<file path="config.mk">
export PLATFORM = sky130hd
export DESIGN_NAME = avr_fetch
export DESIGN_NICKNAME = d
export VERILOG_FILES = /design/src/rtl/avr_fetch.sv
export SDC_FILE = /design/constraint.sdc
export NUM_CORES = 1
export LEC_CHECK = 0
export ABC_AREA = 1
export CORE_AREA = 2 2 97 99
export DETAILED_ROUTE_END_ITERATION = 8
export DIE_AREA = 0 0 99 101
export HOLD_SLACK_MARGIN = 0.12
export PLACE_DENSITY = 0.84
export SYNTH_ARGS = -nofsm -noshare
export SYNTH_HDL_FRONTEND = slang
export SYNTH_SLANG_ARGS = --single-unit
</file>
<file path="constraint.sdc">
create_clock -name CLK -period 3.1 [get_ports CLK]
set_input_delay 0.465 -clock CLK [delete_from_list [all_inputs] [get_ports CLK]]
set_output_delay 0.465 -clock CLK [all_outputs]
set_load 0.005 [all_outputs]
</file>
<file path="src/rtl/avr_fetch.sv">
// avr_fetch: ATmega328p instruction fetch stage feeding the CU.
// Drives a sync 16-bit program memory, assembles 1/2-word instrs.
//
// Ports:
//   CLK          clock, rising edge
//   RST          async active-low reset
//   PM_ADDR      program memory word address (comb)
//   PM_EN        program memory read enable (comb)
//   PM_DATA      program memory word, one cycle after request
//   STALL        CU cannot accept the current instruction
//   REDIRECT     single-cycle fetch restart request
//   REDIRECT_PC  restart target word address
//   INSTR        first instruction word
//   INSTR_K      second word of two-word instrs, else 0
//   INSTR_PC     address of INSTR
//   INSTR_NPC    address after the instruction
//   INSTR_VALID  output holds an unconsumed instruction
module avr_fetch #(
  parameter int              PC_W         = 14,
  parameter logic [PC_W-1:0] RESET_VECTOR = '0
) (
  input  logic            CLK,
  input  logic            RST,
  output logic [PC_W-1:0] PM_ADDR,
  output logic            PM_EN,
  input  logic [15:0]     PM_DATA,
  input  logic            STALL,
  input  logic            REDIRECT,
  input  logic [PC_W-1:0] REDIRECT_PC,
  output logic [15:0]     INSTR,
  output logic [15:0]     INSTR_K,
  output logic [PC_W-1:0] INSTR_PC,
  output logic [PC_W-1:0] INSTR_NPC,
  output logic            INSTR_VALID
);

  typedef enum logic [1:0] {
    S_IDLE = 2'd0,
    S_W1   = 2'd1,
    S_W2   = 2'd2
  } state_t;

  localparam logic [PC_W-1:0] PC_ONE = PC_W'(1);
  localparam logic [PC_W-1:0] PC_TWO = PC_W'(2);

  state_t          r_state;
  state_t          w_state_nxt;
  logic [PC_W-1:0] r_fpc;
  logic [PC_W-1:0] w_fpc_nxt;
  logic [PC_W-1:0] r_req_pc;
  logic [PC_W-1:0] w_req_pc_nxt;
  logic [15:0]     r_instr;
  logic [15:0]     w_instr_nxt;
  logic [15:0]     r_instr_k;
  logic [15:0]     w_instr_k_nxt;
  logic [PC_W-1:0] r_instr_pc;
  logic [PC_W-1:0] w_instr_pc_nxt;
  logic [PC_W-1:0] r_instr_npc;
  logic [PC_W-1:0] w_instr_npc_nxt;
  logic            r_valid;
  logic            w_valid_nxt;

  logic            w_hold;
  logic            w_two;
  logic [PC_W-1:0] w_fpc_inc;

  // LDS/STS and JMP/CALL carry a second word.
  function automatic logic is_two_word(
    input logic [15:0] w
  );
    return ((w & 16'hFC0F) == 16'h9000) ||
           ((w & 16'hFE0C) == 16'h940C);
  endfunction

  assign w_two     = is_two_word(PM_DATA);
  assign w_fpc_inc = r_fpc + PC_ONE;

  // A held instruction also freezes the memory so
  // PM_DATA still carries the pending word on release.
  assign w_hold = r_valid & STALL;

  assign PM_ADDR = REDIRECT ? REDIRECT_PC : r_fpc;
  assign PM_EN   = REDIRECT | ~w_hold;

  assign INSTR       = r_instr;
  assign INSTR_K     = r_instr_k;
  assign INSTR_PC    = r_instr_pc;
  assign INSTR_NPC   = r_instr_npc;
  assign INSTR_VALID = r_valid;

  always_comb begin
    w_state_nxt     = r_state;
    w_fpc_nxt       = r_fpc;
    w_req_pc_nxt    = r_req_pc;
    w_instr_nxt     = r_instr;
    w_instr_k_nxt   = r_instr_k;
    w_instr_pc_nxt  = r_instr_pc;
    w_instr_npc_nxt = r_instr_npc;
    w_valid_nxt     = r_valid;

    if (REDIRECT) begin
      // Memory is reading the target this edge.
      // Any half-built two-word instr is dropped.
      w_valid_nxt  = 1'b0;
      w_req_pc_nxt = REDIRECT_PC;
      w_fpc_nxt    = REDIRECT_PC + PC_ONE;
      w_state_nxt  = S_W1;
    end else if (w_hold) begin
      w_state_nxt = r_state;
    end else begin
      unique case (r_state)
        S_W1: begin
          w_instr_nxt    = PM_DATA;
          w_instr_pc_nxt = r_req_pc;
          if (w_two) begin
            w_valid_nxt = 1'b0;
            w_state_nxt = S_W2;
          end else begin
            w_instr_k_nxt   = 16'h0000;
            w_instr_npc_nxt = r_req_pc + PC_ONE;
            w_valid_nxt     = 1'b1;
          end
          w_req_pc_nxt = r_fpc;
          w_fpc_nxt    = w_fpc_inc;
        end
        S_W2: begin
          w_instr_k_nxt   = PM_DATA;
          w_instr_npc_nxt = r_instr_pc + PC_TWO;
          w_valid_nxt     = 1'b1;
          w_state_nxt     = S_W1;
          w_req_pc_nxt    = r_fpc;
          w_fpc_nxt       = w_fpc_inc;
        end
        default: begin
          // First request after reset; data not yet back.
          w_valid_nxt  = 1'b0;
          w_req_pc_nxt = r_fpc;
          w_fpc_nxt    = w_fpc_inc;
          w_state_nxt  = S_W1;
        end
      endcase
    end
  end

  always_ff @(posedge CLK or negedge RST) begin
    if (!RST) begin
      r_state     <= S_IDLE;
      r_fpc       <= RESET_VECTOR;
      r_req_pc    <= '0;
      r_instr     <= '0;
      r_instr_k   <= '0;
      r_instr_pc  <= '0;
      r_instr_npc <= '0;
      r_valid     <= 1'b0;
    end else begin
      r_state     <= w_state_nxt;
      r_fpc       <= w_fpc_nxt;
      r_req_pc    <= w_req_pc_nxt;
      r_instr     <= w_instr_nxt;
      r_instr_k   <= w_instr_k_nxt;
      r_instr_pc  <= w_instr_pc_nxt;
      r_instr_npc <= w_instr_npc_nxt;
      r_valid     <= w_valid_nxt;
    end
  end

endmodule

</file>
Word-level counts from Yosys, hierarchy flattened --
Index checks and enable logic that the tools add are counted.
Cells by class: $add $sub $neg 4, eq/ne operators 7, multiplexer cells 17, bitwise operators 4, reductions and logical operators 5
Operator list (number):
- 14-bit two-way mux | 6
- 14-bit by 1-bit adder with 14-bit output, second input constant | 3
- 16-bit one-hot mux with 2 select lines | 1
- 14-bit one-hot mux with 2 select lines | 1
- 16-bit two-way mux | 1
- 14-bit by 2-bit adder with 14-bit output, second input constant | 1
- 10-bit == test, second input constant | 1
- 9-bit == test, second input constant | 1
- 2-bit two-way mux | 4
- 2-bit != test, second input constant | 2
- 4-bit AND reduction | 1
- 1-bit two-way mux | 3
- 3-bit != test, second input constant | 1
- 3-bit AND reduction | 1
- 2-bit by 1-bit == test with 1-bit output, second input constant | 1
- 2-bit == test, second input constant | 1
- 1-bit inverter | 2
- 1-bit one-hot mux with 2 select lines | 1
- 2-bit AND reduction | 1
- 2-bit nonzero test | 1
- 1-bit AND | 1
- 1-bit logical OR | 1
- 1-bit OR | 1
Storage, ports and cells: register bits 91

Depth between registers and ports, before layout --
depth in word-level cells 6, gate-level depth with buffers 12

Least setup slack after synthesis --
Ideal clock, no wire load.
path type input to register, from input REDIRECT, to register r_fpc[12], library setup time 0.117 ns, arrival 1.543 ns, data required time 2.983 ns, setup slack 1.440 ns, stages 11, path through buf_6 > inv_6 > buf_12 > nand2_4 > nand2_4 > ha_1 > nand2_1 > nor2_4 > nand4_1 > nand3_1 > nand2_1
Between the ends: cells in the longest elaborated chain, start to end 1, elaborated cells on any way between the ends 2
RTL lines:
- start: declaration | line 28 | input logic REDIRECT,
- 2-bit != test (no line) / 14-bit two-way mux (equally long branches)
- end signal: assignment | line 157 | r_fpc <= w_fpc_nxt;
- end: declaration | line 48 | logic [PC_W-1:0] r_fpc;
Parallel ways exist; a longest one is shown, timed or not. A chain may end at the register's enable or synchronous reset.

Worst setup path after layout --
from input REDIRECT, to output PM_ADDR[5]
Between the ends: cells in the longest elaborated chain, start to end 1
RTL lines:
- 14-bit two-way mux | line 82 | assign PM_ADDR = REDIRECT ? REDIRECT_PC : r_fpc;
- end: declaration | line 24 | output logic [PC_W-1:0] PM_ADDR,
No other way between the ends.

==> results.toml <==
[sta]
fin_crit_sh = 0.865
setup_tns_ns = 0
fmaxAchievable_ghz = 0.373
max_slew.worst_pin.slew_ns = 0.516
clock_skew_ns = 0.0186
relSlewSlack = 0.655
rsz0062_at_grt = "false"
setup-violations-final = 0
fin_crit_ns = 2.68
final_max_slew_viol_count = 0
final_hold_viol_count = 0

[yosys]
synth_cell_type_count = 37
synth_area_mm2 = 0.00475
yosysSeqAreaShare = 0.480
avgSynthCellArea_um2 = 8.03
synthCells = 591
yosys_warnings = 0
syn-num-nets = 630
synth-seq-cells = 91

[cts]
path_clk_slew_ns = 0.08
numCtsBuffers = 9
clk_path_buf_depth = 2
cts.sinks = 91
htreeDepth = 3
cts_tree = "done"
cts_root_buffer = "clkbuf_8"
clkLatencyLatePin_ns = 0.36

[die]
die-area_mm2 = 0.0100
die_h_um = 101
num_io_pins = 110
initial_utilization = 0.529
core_area_mm2 = 0.00898
die_w_um = 99
num_rows = 35

[final_layout]
multi_input_area_mm2 = 0.00214
final_common_cell = "nand2_1"
num-fill-cells = 721
final_nets = 736
regArea_mm2 = 0.00228
antenna-diode-count = 0
area_delta_synth_final_pct = 29.3
final_cell_mix = "212 x nand2_1, 108 x clkdlybuf4s50_1, 91 x dfrtp_1"
drive_gt1_frac = 0.0997

[route]
drc_errors = 0
wire_per_inst_um = 14.7
via_per_inst = 5.33
drt_first_pass_iters = 7
ant_nets = 0
vias = 4332
first_iter_violations = 299
routed_wl_mm = 11.9

[worst_setup_path]
rr_startpoint = "r_state[0]$_DFFE_PN0P_"
r2r-end = "INSTR_NPC[6]$_DFFE_PN0P_"
setup.worst_path.start_class = "primary input"
r2r_setup_slack_ns = 1.20
crit_fanout = 14
r2r_cells = 8
required_ns = 2.63
crit_path_end_kind = "output pin"
worstPathArrival_ns = 2.22
setup.worst_path.class = "primary input to output pin"

[power]
pwr-share-seq = 0.394
ir_worst_vdd_mv = 0.378
combPwrFrac = 0.416
leakage_nw = 2.88
powerDensity_mw_per_mm2 = 794
p_sw_w = 0.00173
clkPwrFrac = 0.189
swShare = 0.355
p_int_w = 0.00315
power_w = 0.00488

[global_routing]
grt_use_met2 = 0.416
gr-total-overflow = 0
met1_usage = 0.338
grt_pass1_wl_mm = 20.3
grt_pass1_vias = 4179
grt.busiest_layer = "met2"
grt_antenna_before_repair = 0
grt.total_usage = 0.251
grt_max_degree = 49
use_met3 = 0.0465

[place]
gp_congestion = 0.957
dp_hpwl_mm = 8.75
numPortBuffers = 109

[run]
cap_violations = 0

[min_path]
hold_start = "INSTR_NPC[0]$_DFFE_PN0P_"
worstHoldEndpoint = "INSTR_NPC[0]$_DFFE_PN0P_"
hold_path.class = "flip-flop to flip-flop"
holdPathStages = 2

[status]
outcome = "finished, final reports clean"
## logic make-up (layout without fill, tap and decap cells)
logic type / Yosys count / after routing / share of synthesized area
adder cells (fa/ha/maj): 5 / 5 / 0.0132
multiplexers: 12 / 12 / 0.0285
buffers and inverters: 68 / 179 / 0.0690
AO/OA/AOI/OAI: 82 / 82 / 0.0949
flip-flops: 91 / 91 / 0.480
XOR/XNOR: 3 / 3 / 0.00553
AND/OR/NAND/NOR: 330 / 330 / 0.309
## power by group through the flow
stage	combinational (W)	sequential, W	clock, W
CTS	0.00205	0.00192	0.000937
detailed placement	0.00203	0.00194	0
global route	0.00225	0.00198	0.000984
global placement	0.00196	0.00191	0
floorplan	0.00102	0.00191	0
finish	0.00203	0.00192	0.000924
## per-layer routing
layer	part of all wire	routed length [µm]
met1	0.43	5170
met5	0	0
met3	0.059	705
met4	0.015	181
met2	0.49	5890
## critical path: stages
cell	delay, ns
clkdlybuf4s50_1	0.63
inv_6	0.27
nand2_1	0.12
nand2_1	0.17
clkdlybuf4s50_1	0.54
## metrics by stage
step | setup WS [ns] | utilization | area, µm² | hold slack, ns | cells
final | 0.419 | 0.684 | 6140 | 0.490 | 813
after global routing | 0.322 | 0.684 | 6140 | 0.515 | 813
after CTS | 0.406 | 0.684 | 6140 | 0.495 | 813
after detailed placement | 0.405 | 0.657 | 5890 | 0.473 | 796
after global placement | 0.485 | 0.657 | 5890 | 0.463 | 796
after floorplan | 1.44 | - | 4750 | 0.169 | 591
## synth_stat cells, drive strengths merged
cell	n	area, µm²
mux2	12	135
nand3b	2	15.0
clkbuf	6	22.5
inv	45	174
a21o	2	15.0
buf	17	131
o221ai	2	17.5
nand2	236	991
a31oi	1	6.26
nor2	38	175
a21oi	8	40.0
ha	5	62.6
o21a	1	7.51
o22ai	2	12.5
o21bai	2	15.0
nand3	43	220
o31ai	2	15.0
a22oi	1	7.51
o21ai	59	299
nor3	1	5.00
o211ai	2	15.0
xor2	1	8.76
xnor2	2	17.5
nand4	10	62.6
dfrtp	91	2280
## layout make-up
type / count / area share
clock inverter: 5 / 0.0139
multi-input combinational: 432 / 0.349
timing repair buffer: 118 / 0.191
tap: 111 / 0.0226
sequential: 91 / 0.371
clock buffer: 11 / 0.0247
inverter: 45 / 0.0283
## registers in the layout (all words and copies together) (netlist names)
register / flops
r_fpc: 14
INSTR: 16
INSTR_K: 16
INSTR_NPC: 14
r_state: 2
INSTR_PC: 14
r_req_pc: 14
INSTR_VALID: 1
## worst max-delay path by stage
stage | from | to | slack [ns] | cells after the start
floorplan | REDIRECT | r_fpc[12]$_DFFE_PN0P_ | 1.44 | 11
global placement | REDIRECT | PM_ADDR[5] | 0.49 | 5
detailed placement | REDIRECT | PM_ADDR[8] | 0.41 | 5
CTS | REDIRECT | PM_ADDR[5] | 0.41 | 5
global route | REDIRECT | PM_ADDR[5] | 0.32 | 5
finish | REDIRECT | PM_ADDR[5] | 0.42 | 5
## repair_timing
| item | in CTS | in global routing |
|---|---|---|
| setup buffers | 0 | 0 |
| gates resized for setup | 0 | 0 |
| hold buffers | 1 | 0 |
| hold endpoints to repair | 37 | 0 |
No activity file was read; power rests on OpenSTA's default activity.
